[src/rtl/fifo_pkg.sv]
// Shared sizing defaults and reset threshold values for the status FIFO.
package fifo_pkg;
  localparam int DATA_W_DEF = 4;
  localparam int ADDR_W_DEF = 3;
  localparam int FIFO_DEPTH = 2 ** ADDR_W_DEF;
  localparam int AE_RST_DEF = 1;

  function automatic int depth_of(input int addr_w);
    return 2 ** addr_w;
  endfunction
endpackage

[src/rtl/fifo_mem.sv]
// Register-array storage: one write port, one registered read port; the
// array itself is never reset, only the read register is.
module fifo_mem
  import fifo_pkg::*;
#(
  parameter int DATA_W = DATA_W_DEF,
  parameter int ADDR_W = ADDR_W_DEF
) (
  input  logic              clk,
  input  logic              reset,
  input  logic              clear,
  input  logic              we,
  input  logic [ADDR_W-1:0] waddr,
  input  logic [DATA_W-1:0] wdata,
  input  logic              re,
  input  logic [ADDR_W-1:0] raddr,
  output logic [DATA_W-1:0] rdata
);
  logic [DATA_W-1:0] mem [depth_of(ADDR_W)];

  always_ff @(posedge clk) begin
    if (we) mem[waddr] <= wdata;
  end

  always_ff @(posedge clk or negedge reset) begin
    if (!reset)      rdata <= '0;
    else if (clear)  rdata <= '0;
    else if (re)     rdata <= mem[raddr];
  end
endmodule

[src/rtl/fifo_status.sv]
// Synchronous FIFO with occupancy count, programmable almost-full/empty
// thresholds and sticky overflow/underflow flags for the flow-control FSM.
module fifo_status
  import fifo_pkg::*;
#(
  parameter int DATA_W = DATA_W_DEF,
  parameter int ADDR_W = ADDR_W_DEF
) (
  input  logic              clk,
  input  logic              reset,
  input  logic              init,
  input  logic [ADDR_W:0]   umbral_af,
  input  logic [ADDR_W:0]   umbral_ae,
  input  logic              push,
  input  logic [DATA_W-1:0] data_in,
  input  logic              pop,
  output logic [DATA_W-1:0] data_out,
  output logic              valid_out,
  output logic              empty_Fifo,
  output logic              no_empty_Fifo,
  output logic              almost_full,
  output logic              almost_empty,
  output logic              Fifo_overflow,
  output logic              Fifo_underflow,
  output logic [ADDR_W:0]   count
);
  localparam int CNT_W = ADDR_W + 1;
  localparam logic [ADDR_W:0] DEPTH  = CNT_W'(depth_of(ADDR_W));
  localparam logic [ADDR_W:0] AF_RST = CNT_W'(depth_of(ADDR_W) - 1);
  localparam logic [ADDR_W:0] AE_RST = CNT_W'(AE_RST_DEF);

  logic [ADDR_W-1:0] wr_ptr, rd_ptr;
  logic [ADDR_W:0]   af_q, ae_q;
  logic              full, empty, push_ok, pop_ok;

  assign full  = (count == DEPTH);
  assign empty = (count == '0);
  // A pop frees the slot a same-cycle push needs, so full+push+pop is legal.
  assign pop_ok  = pop && !empty && !init;
  assign push_ok = push && (!full || pop_ok) && !init;

  always_ff @(posedge clk or negedge reset) begin
    if (!reset) begin
      wr_ptr         <= '0;
      rd_ptr         <= '0;
      count          <= '0;
      af_q           <= AF_RST;
      ae_q           <= AE_RST;
      valid_out      <= 1'b0;
      Fifo_overflow  <= 1'b0;
      Fifo_underflow <= 1'b0;
    end else if (init) begin
      wr_ptr         <= '0;
      rd_ptr         <= '0;
      count          <= '0;
      af_q           <= umbral_af;
      ae_q           <= umbral_ae;
      valid_out      <= 1'b0;
      Fifo_overflow  <= 1'b0;
      Fifo_underflow <= 1'b0;
    end else begin
      valid_out <= pop_ok;
      if (push_ok) wr_ptr <= wr_ptr + 1'b1;
      if (pop_ok)  rd_ptr <= rd_ptr + 1'b1;
      case ({push_ok, pop_ok})
        2'b10:   count <= count + 1'b1;
        2'b01:   count <= count - 1'b1;
        default: count <= count;
      endcase
      if (push && !pop && full) Fifo_overflow  <= 1'b1;
      if (pop && empty)         Fifo_underflow <= 1'b1;
    end
  end

  assign empty_Fifo    = empty;
  assign no_empty_Fifo = !empty;
  assign almost_full   = (count >= af_q);
  assign almost_empty  = (count <= ae_q);

  fifo_mem #(.DATA_W(DATA_W), .ADDR_W(ADDR_W)) u_mem (
    .clk   (clk),
    .reset (reset),
    .clear (init),
    .we    (push_ok),
    .waddr (wr_ptr),
    .wdata (data_in),
    .re    (pop_ok),
    .raddr (rd_ptr),
    .rdata (data_out)
  );
endmodule
[config.mk]
export PLATFORM = sky130hd
export DESIGN_NAME = fifo_status
export DESIGN_NICKNAME = d
export VERILOG_FILES = /design/src/rtl/fifo_pkg.sv /design/src/rtl/fifo_mem.sv /design/src/rtl/fifo_status.sv
export SDC_FILE = /design/constraint.sdc
export NUM_CORES = 1
export LEC_CHECK = 0
export CORE_ASPECT_RATIO = 0.9
export CORE_UTILIZATION = 50
export DETAILED_ROUTE_END_ITERATION = 7
export GPL_TIMING_DRIVEN = 0
export MAX_ROUTING_LAYER = met4
export PLACE_DENSITY = 0.78
export REMOVE_ABC_BUFFERS = 1
export SLEW_MARGIN = 20
export SYNTH_ARGS = -nofsm -noshare
export SYNTH_HDL_FRONTEND = slang
export SYNTH_SLANG_ARGS = --single-unit
[constraint.sdc]
create_clock -name clk -period 2.9 [get_ports clk]
set_clock_uncertainty 0.15 [all_clocks]
set_input_delay 0.29 -clock clk [delete_from_list [all_inputs] [get_ports clk]]
set_output_delay 0.29 -clock clk [all_outputs]
set_load 0.005 [all_outputs]
* Yosys cells after proc, flatten, opt, wreduce, memory -nomap -nowiden *
Memory sizes are Yosys's and may differ from the RTL's.
Index checks and enable logic that the tools add are counted.

storage, ports and cells
  register bits after elaboration = 25
  memories kept = 1
  logic and storage cells = 52
  RAM bits = 32

cells by class
  equal/unequal tests = 3
  multiplexer cells = 15
  reduce and logical (&&, ||, !) cells = 18
  add/subtract/negate cells = 4
  magnitude comparators = 2

memory list
  memory     words  width  rd ports  clocked after Yosys merged registers in  wr ports  line            text
  u_mem.mem  8      4      1         0                                        1         fifo_mem.sv:19  logic [DATA_W-1:0] mem [depth_of(ADDR_W)];

operators with widths
  cell                                                 number
  two-way mux 3 bit                                    4
  two-way mux 4 bit                                    3
  one-hot mux 4 bit (2 select lines)                   1
  nonzero test 2 bit                                   4
  logical AND 1 bit                                    7
  two-way mux 1 bit                                    7
  adder 3 x 1 -> 3 bit, second input constant          2
  adder 4 x 1 -> 4 bit, second input constant          1
  equality test 4 bit, second input constant           1
  >= comparator 4 bit                                  1
  less-or-equal comparator 4 bit                       1
  logical NOT 1 bit                                    4
  logical NOT 4 bit                                    1
  subtractor 4 x 1 -> 4 bit, second input constant     1
  nonzero test 3 bit                                   1
  equality test 2 x 1 -> 1 bit, second input constant  1
  equality test 2 bit, second input constant           1
  logical OR 1 bit                                     1

* Logic depth before layout (Yosys ltp) *
Gate-level depths: netlist of run 1.

  depth after elaboration = 10
  mapped depth = 8

* Hierarchy *
A second synthesis of run 1 with hierarchy kept.

second synthesis, totals
  cells, all modules = 209
  area total of the unflattened synthesis = 2658.8 µm²

by module, submodules not included
  module       instances  area each (µm²)  cells each  seq. area each (µm²)
  fifo_mem     1          1440.1           84          1061.0
  fifo_status  1          1218.7           125         530.5

* Worst setup path before layout of run 1 *
No wires, ideal clock.

  kind = reg2reg
  from = reg count[1]
  to = reg count[3]
  path buffers = 1
  arrival = 2368 ps
  slack = 304 ps
  setup time = 78 ps
  stages on the path, launching flop included = 9
  cells stage by stage = dfrtp_1 -> buf_6 -> o41ai_1 -> nor3_1 -> ha_1 -> a21o_1 -> a2111oi_0 -> o21ai_0 -> a21oi_1

between the ends
  longest elaborated chain between the ends = 10
  elaborated cells between the ends (all ways) = 16
  those cells by class = 2 x add/sub; 3 x eq/ne; 2 x mux; 9 x reduce/logical

RTL lines
  element                                                                     line               text
  from (decl)                                                                 fifo_status.sv:25  output logic [ADDR_W:0] count
  from (signal assigned)                                                      fifo_status.sv:66  2'b10: count <= count + 1'b1;
  from (signal assigned)                                                      fifo_status.sv:67  2'b01: count <= count - 1'b1;
  from (signal assigned)                                                      fifo_status.sv:68  default: count <= count;
  logical NOT 4 bit                                                           fifo_status.sv:37  assign empty = (count == '0);
  logical NOT 1 bit                                                           fifo_status.sv:39  assign pop_ok = pop && !empty && !init;
  logical AND 1 bit (2 in series)                                             fifo_status.sv:39
  logical OR 1 bit                                                            fifo_status.sv:40  assign push_ok = push && (!full || pop_ok) && !init;
  logical AND 1 bit (2 in series)                                             fifo_status.sv:40
  equality test 2 x 1 -> 1 bit / equality test 2 bit (equally long branches)  fifo_status.sv:65  case ({push_ok, pop_ok})
  one-hot mux 4 bit (2 select lines)                                          fifo_status.sv:65
  two-way mux 4 bit                                                           fifo_status.sv:52  end else if (init) begin

Parallel ways exist; a longest one is shown, timed or not.
A chain may end at the register's enable or synchronous reset.

* Worst setup path after layout of run 1 *
  from = reg count[1]
  to = out almost_empty

between the ends
  longest elaborated chain between the ends = 1

RTL lines
  element                         line               text
  less-or-equal comparator 4 bit  fifo_status.sv:78  assign almost_empty = (count <= ae_q);
  to (decl)                       fifo_status.sv:22  output logic almost_empty,

Every way passes these cells.

==> results.sh, run 1 <==
export IMPL_status="completed"
export IMPL_final_setup_viol_count=0
export IMPL_die_x_um=80.9
export IMPL_drt_initial_drc_count=92
export IMPL_timing_rr_start="count[2]"
export IMPL_grt_max_degree=34
export IMPL_path_depth=6
export IMPL_dieArea_um2=5910
export IMPL_tightest_slew_ns=0.809
export IMPL_cpPeakStageDelay_ns=0.54
export IMPL_drive_gt1_share_pct=18.6
export IMPL_critPathTopFamily="flip-flops"
export IMPL_yosysSeqAreaShare_pct=56.8
export IMPL_worst_ep_arrival_time_ns=2.31
export IMPL_fin_ws_ns=0.149
export IMPL_grt_antenna_before_repair=0
export IMPL_crit_top_cell="o21a_1"
export IMPL_gp_congestion=0.838
export IMPL_dr_pass1_iters=4
export IMPL_clk_pin_slew_ns=0.07
export IMPL_start_kind="flop"
export IMPL_synth_area_um2=2800
export IMPL_crit_path_end_kind="output pin"
export IMPL_syn_inst=212
export IMPL_ys_warn_count=0
export IMPL_hold_viol_final=0
export IMPL_postRouteAntennaNets=0
export IMPL_clk_path_buf_depth=2
export IMPL_min_from="init"
export IMPL_crit_fanout=14
export IMPL_crit_buf_inv=1
export IMPL_slew_viol_final=0
export IMPL_wl_per_cell_um=15.5
export IMPL_postRouteWirelength_mm=4.88
export IMPL_critPathKind="flop to output pin"
export IMPL_clock_sinks=57
export IMPL_fp_row_count=25
export IMPL_clock_latency_ns=0.32
export IMPL_fin_hold_ws_ns=0.316
export IMPL_place_ws_ns=-0.499
export IMPL_synth_top_flop_cell="edfxtp_1"
export IMPL_period_share_pct=94.8
export IMPL_htree_levels=3
export IMPL_setup_tns_ns=0
export IMPL_initial_utilization_pct=52.7
export IMPL_fmax_ghz=0.364
export IMPL_vias_per_cell=5.61
export IMPL_syn_to_final_growth_pct=17.6
export IMPL_drc_errors=0
export IMPL_finalCriticalPeriod_ns=2.75
export IMPL_synth_edff_count=32
export IMPL_hold_depth=2
export IMPL_rsz0062_at_grt="no"
export IMPL_synth_seq_cells=57
export IMPL_core_um2=5320
export IMPL_synth_cell_types=48
export IMPL_total_power_mw=2.48
export IMPL_die_h_um=73.0
export IMPL_diodes=0
export IMPL_root_buffer="clkbuf_8"
export IMPL_path_cells="ha_1 -> nor2b_1 -> o21a_1 -> o21a_1 -> o21ai_0 -> clkdlybuf4s50_1"
export IMPL_maxCapViolCount=0
export IMPL_timing_reg2reg_setup_slack_ns=0.31
export IMPL_cp_slowest_cell="dfrtp_2"
export IMPL_p_leak_nw=1.26
export IMPL_grt_total_usage_pct=18.8
export IMPL_cts_tree="built"
export IMPL_timing_rr_end="u_mem.mem[0][3]"
export IMPL_fin_util_pct=62.0
export IMPL_relSlewSlack_pct=45.6
export IMPL_dp_hpwl_mm=3.39
export IMPL_nets=273
export IMPL_cp_required_ns=2.46
export IMPL_hold_end="Fifo_overflow"
export IMPL_gr_total_overflow=0
export IMPL_ir_drop_uv=309
export IMPL_grt_pass1_vias=1655
export IMPL_pin_count=32
export IMPL_avgSynthCellArea_um2=13.2
export IMPL_vias=1760
export IMPL_io_buffers=31
export IMPL_hp_class="input port to flop"
export IMPL_synthArstFlopShare_pct=43.9
export IMPL_cts_buffers=9
export IMPL_r2r_cells=4
export IMPL_grt_pass1_wl_mm=7.83
export IMPL_power_density_nw_per_um2=752
-- through the flow --
stage | std cells | area, µm²
after floorplan | 198 | 2700
after global placement | 296 | 3090
after detailed placement | 296 | 3090
after CTS | 312 | 3270
after global routing | 314 | 3300
final | 314 | 3300
-- repair_timing --
action	in CTS	in global routing
hold buffers	1	0
endpoints found under the setup margin	11	2
buffers inserted	0	2
gates cloned	0	0
gates resized for setup	5	2
hold endpoints to repair	21	0
-- state kept, by name, summed over array words and instances, names as in the netlist --
register and count:
rd_ptr 3, u_mem.mem 32, Fifo_underflow 1, wr_ptr 3, af_q 4, u_mem.rdata 4
valid_out 1, Fifo_overflow 1, ae_q 4, count 4
-- report_power, final --
| group | switching, mW | leakage [nW] | internal, mW |
|---|---|---|---|
| Clock | 0.296 | 0.0826 | 0.323 |
| Sequential | 0.132 | 0.607 | 0.941 |
| Combinational | 0.326 | 0.576 | 0.461 |
| Total | 0.754 | 1.26 | 1.72 |
-- Yosys cell counts, drive strengths merged (3+ instances only) --
cell type / n / area share [%]
xnor2: 5 / 1.6
o21ai: 12 / 2.5
dfstp: 4 / 3.7
nor2: 26 / 3.5
nand2b: 4 / 0.89
mux4: 8 / 6.4
a211oi: 5 / 1.3
dfrtp: 21 / 19
edfxtp: 32 / 34
a21o: 4 / 1.1
buf: 7 / 2.0
xor2: 3 / 0.94
a21oi: 7 / 1.2
nor3: 5 / 0.89
o21a: 3 / 0.80
clkbuf: 7 / 1.7
inv: 8 / 1.1
ha: 12 / 5.4
nand2: 11 / 1.5
mux2i: 5 / 1.8
-- how the worst max path moves through the flow --
| stage | startpoint | end | slack, ns |
|---|---|---|---|
| after floorplan | count[1] | count[3] | 0.34 |
| after global placement | init | count[3] | -0.43 |
| after detailed placement | init | count[3] | -0.50 |
| after CTS | count[0] | almost_full | 0.1 |
| after global routing | count[1] | almost_empty | 0.05 |
| final | count[1] | almost_empty | 0.15 |
-- placed cells by master (no fill, tap or decap), types with 2 or more instances in the layout --
| cell type | n |
|---|---|
| edfxtp_1 | 32 |
| clkdlybuf4s50_1 | 28 |
| nor2_1 | 26 |
| dfrtp_1 | 19 |
| ha_1 | 12 |
| nand2_1 | 11 |
| o21ai_0 | 10 |
| clkbuf_8 | 10 |
| inv_1 | 8 |
| mux4_2 | 8 |
| a21oi_1 | 7 |
| xnor2_1 | 5 |
| mux2i_1 | 5 |
| a211oi_1 | 5 |
| nand2b_1 | 4 |
| nor3_1 | 4 |
| a21o_1 | 4 |
| dfstp_2 | 4 |
| o21a_1 | 3 |
| xor2_1 | 3 |
| mux2_2 | 2 |
| clkinv_2 | 2 |
| dfrtp_2 | 2 |
| buf_2 | 2 |
| buf_4 | 2 |
-- area by class of cell --
| cell class | instances | area [µm²] |
|---|---|---|
| fillers | 417 | 2020 |
| flip-flops and latches | 57 | 1590 |
| multi-input cells | 133 | 1100 |
| repair buffers | 34 | 324 |
| clock buffers | 11 | 141 |
| well taps | 67 | 83.8 |
| inverters | 8 | 30.0 |
| clock inverters | 4 | 21.3 |
-- worst reg2reg max path: stages (launching register included) --
cell,delay [ns]
dfrtp_1,0.66
or4b_4,0.26
nor2_1,0.07
or3_4,0.43
nor3_1,0.63
-- logic make-up (layout without fill, tap and decap cells) --
kind of cell    Yosys count  in the layout  synth area share, %
fa+ha+maj                13             13                 6.07
buf+inv                  22             57                 4.78
compound gates           41             41                 10.6
xor+xnor                  8              8                 2.50
mux                      15             15                 9.02
flops                    57             57                 56.8
simple gates             56             56                 10.3
-- routing by layer --
layer	wire [µm]	track usage (%)
met4	41	7.74
met1	2250	24.6
met2	2410	28.9
met5	0	-
met3	178	3.38
No activity file was read; power rests on OpenSTA's default activity.
==> inputs of run 2 (changes only) <==
--- a/config.mk
+++ b/config.mk
@@ -9,6 +9,7 @@
 export CORE_UTILIZATION = 50
 export DETAILED_ROUTE_END_ITERATION = 7
 export GPL_TIMING_DRIVEN = 0
+export HOLD_SLACK_MARGIN = 0.12
 export MAX_ROUTING_LAYER = met4
 export PLACE_DENSITY = 0.78
 export REMOVE_ABC_BUFFERS = 1
==> results of run 2 <==
The final DEF is identical to that of run 1; final timing and power are the same.
==> inputs of run 3 (changes only) <==
--- a/config.mk
+++ b/config.mk
@@ -6,6 +6,7 @@
 export NUM_CORES = 1
 export LEC_CHECK = 0
 export CORE_ASPECT_RATIO = 0.9
+export CORE_MARGIN = 2
 export CORE_UTILIZATION = 50
 export DETAILED_ROUTE_END_ITERATION = 7
 export GPL_TIMING_DRIVEN = 0
==> results.sh, run 3 (same netlist as run 1, synthesis figures left out) <==
export IMPL_cts_tree="built"
export IMPL_io_buffers=31
export IMPL_postRouteAntennaNets=0
export IMPL_drt_met1_wl_mm=2.29
export IMPL_cts_buffers=9
export IMPL_drive_gt1_share_pct=19.4
export IMPL_r2r_cells=7
export IMPL_slew_viol_final=0
export IMPL_seq_area_um2=1590
export IMPL_dr_wl_met2_mm=2.46
export IMPL_final_setup_viol_count=0
export IMPL_dr_wl_met3_um=203
export IMPL_nFillCells=382
export IMPL_hold_viol_final=0
export IMPL_hold_end="Fifo_underflow"
export IMPL_vias_per_cell=5.47
export IMPL_clk_path_buf_depth=2
export IMPL_period_share_pct=94.9
export IMPL_critPathKind="flop to output pin"
export IMPL_cp_required_ns=2.46
export IMPL_fmax_ghz=0.364
export IMPL_relSlewSlack_pct=49.0
export IMPL_status="completed"
export IMPL_maxCapViolCount=0
export IMPL_min_from="init"
export IMPL_diodes=0
export IMPL_layout_common_cells="edfxtp_1 (32), clkdlybuf4s50_1 (28), nor2_1 (26)"
export IMPL_syn_to_final_growth_pct=19.4
export IMPL_fin_hold_ws_ns=0.309
export IMPL_wl_per_cell_um=15.9
export IMPL_grt_pass1_vias=1657
export IMPL_fp_row_count=25
export IMPL_start_kind="flop"
export IMPL_dp_cells=296
export IMPL_largest_register="u_mem.mem"
export IMPL_gp_congestion=0.789
export IMPL_clock_sinks=57
export IMPL_setup_tns_ns=0
export IMPL_timing_reg2reg_setup_slack_ns=0.26
export IMPL_gr_total_overflow=0
export IMPL_grt_antenna_before_repair=0
export IMPL_finalCriticalPeriod_ns=2.75
export IMPL_timing_rr_end="count[3]"
export IMPL_drt_initial_drc_count=138
export IMPL_largest_register_ffs=32
export IMPL_nets=273
export IMPL_crit_fanout=14
export IMPL_multi_input_area_um2=1090
export IMPL_htree_levels=3
export IMPL_drc_errors=0
export IMPL_worst_ep_arrival_time_ns=2.31
export IMPL_grt_total_usage_pct=17.8
export IMPL_instances_no_fill=315
export IMPL_clock_latency_ns=0.33
export IMPL_ir_drop_uv=379
export IMPL_die_h_um=75.0
export IMPL_pin_count=32
export IMPL_initial_utilization_pct=52.7
export IMPL_tightest_slew_ns=0.759
export IMPL_dr_pass1_iters=4
export IMPL_highest_layer="met4"
export IMPL_crit_path_end_kind="output pin"
export IMPL_postRouteWirelength_mm=5.00
export IMPL_power_density_nw_per_um2=798
export IMPL_vias=1723
export IMPL_hp_class="input port to flop"
export IMPL_clk_pin_slew_ns=0.06
export IMPL_timing_rr_start="count[1]"
export IMPL_fin_util_pct=62.9
export IMPL_die_x_um=82.9
export IMPL_final_common_cell="edfxtp_1"
export IMPL_root_buffer="clkbuf_8"
export IMPL_dieArea_um2=6220
export IMPL_p_leak_nw=1.30
export IMPL_rsz0062_at_grt="no"
export IMPL_hold_depth=2
export IMPL_grt_pass1_wl_mm=8.19
export IMPL_dp_hpwl_mm=3.37
export IMPL_grt_max_degree=34
export IMPL_core_um2=5320
-- run 3: metal layers --
| layer | vias to the layer above | track usage [%] |
|---|---|---|
| met5 | - | - |
| met4 | 0 | 7.10 |
| met3 | 7 | 5.04 |
| met2 | 38 | 27.2 |
| met1 | 839 | 23.0 |
| li1 | 839 | - |
-- run 3: cell type report --
cell class	instances	share of cell area (%)
tap	67	2.51
inverter	8	0.898
clock inverter	5	2.36
timing repair buffer	34	9.80
sequential	57	47.6
multi-input combinational	133	32.6
clock buffer	11	4.23
-- run 3: repair_timing --
item	in CTS	in global routing
resized for setup	4	2
endpoints found under the setup margin	11	2
endpoints found under the hold margin	21	0
hold buffers	1	0
buffers inserted	0	2
-- run 3: stage by stage --
stage          cell area (µm²)  total power, mW  setup WS (ns)
3_5_place_dp              3090             1.85         -0.525
5_1_grt                   3350             2.82         0.0445
6_report                  3350             2.67          0.149
2_1_floorplan             2700             1.53          0.339
4_1_cts                   3330             2.68        0.00103
3_3_place_gp              3090             1.83         -0.437
-- run 3: report_power, final --
group          switching, mW  leakage [nW]  internal, mW  total, mW
Combinational          0.324         0.580         0.458      0.782
Sequential             0.130         0.607         0.942       1.07
Clock                  0.310         0.113         0.506      0.816
Total                  0.765          1.30          1.91       2.67
-- run 3: worst max path at each step --
stage	from	endpoint	slack, ns	depth (start not counted)
finish	count[1]	almost_empty	0.15	6
global route	count[1]	almost_empty	0.04	6
CTS	pop	count[3]	0.001	8
detailed placement	init	count[3]	-0.53	7
global placement	init	count[3]	-0.44	7
floorplan	count[1]	count[3]	0.34	7
-- run 3: worst max-delay path: stages, from the launching register on --
cell	delay, ns
dfrtp_2	0.52
ha_1	0.35
nor2b_1	0.14
o21a_1	0.16
o21a_1	0.15
o21ai_0	0.15
clkdlybuf4s50_1	0.52
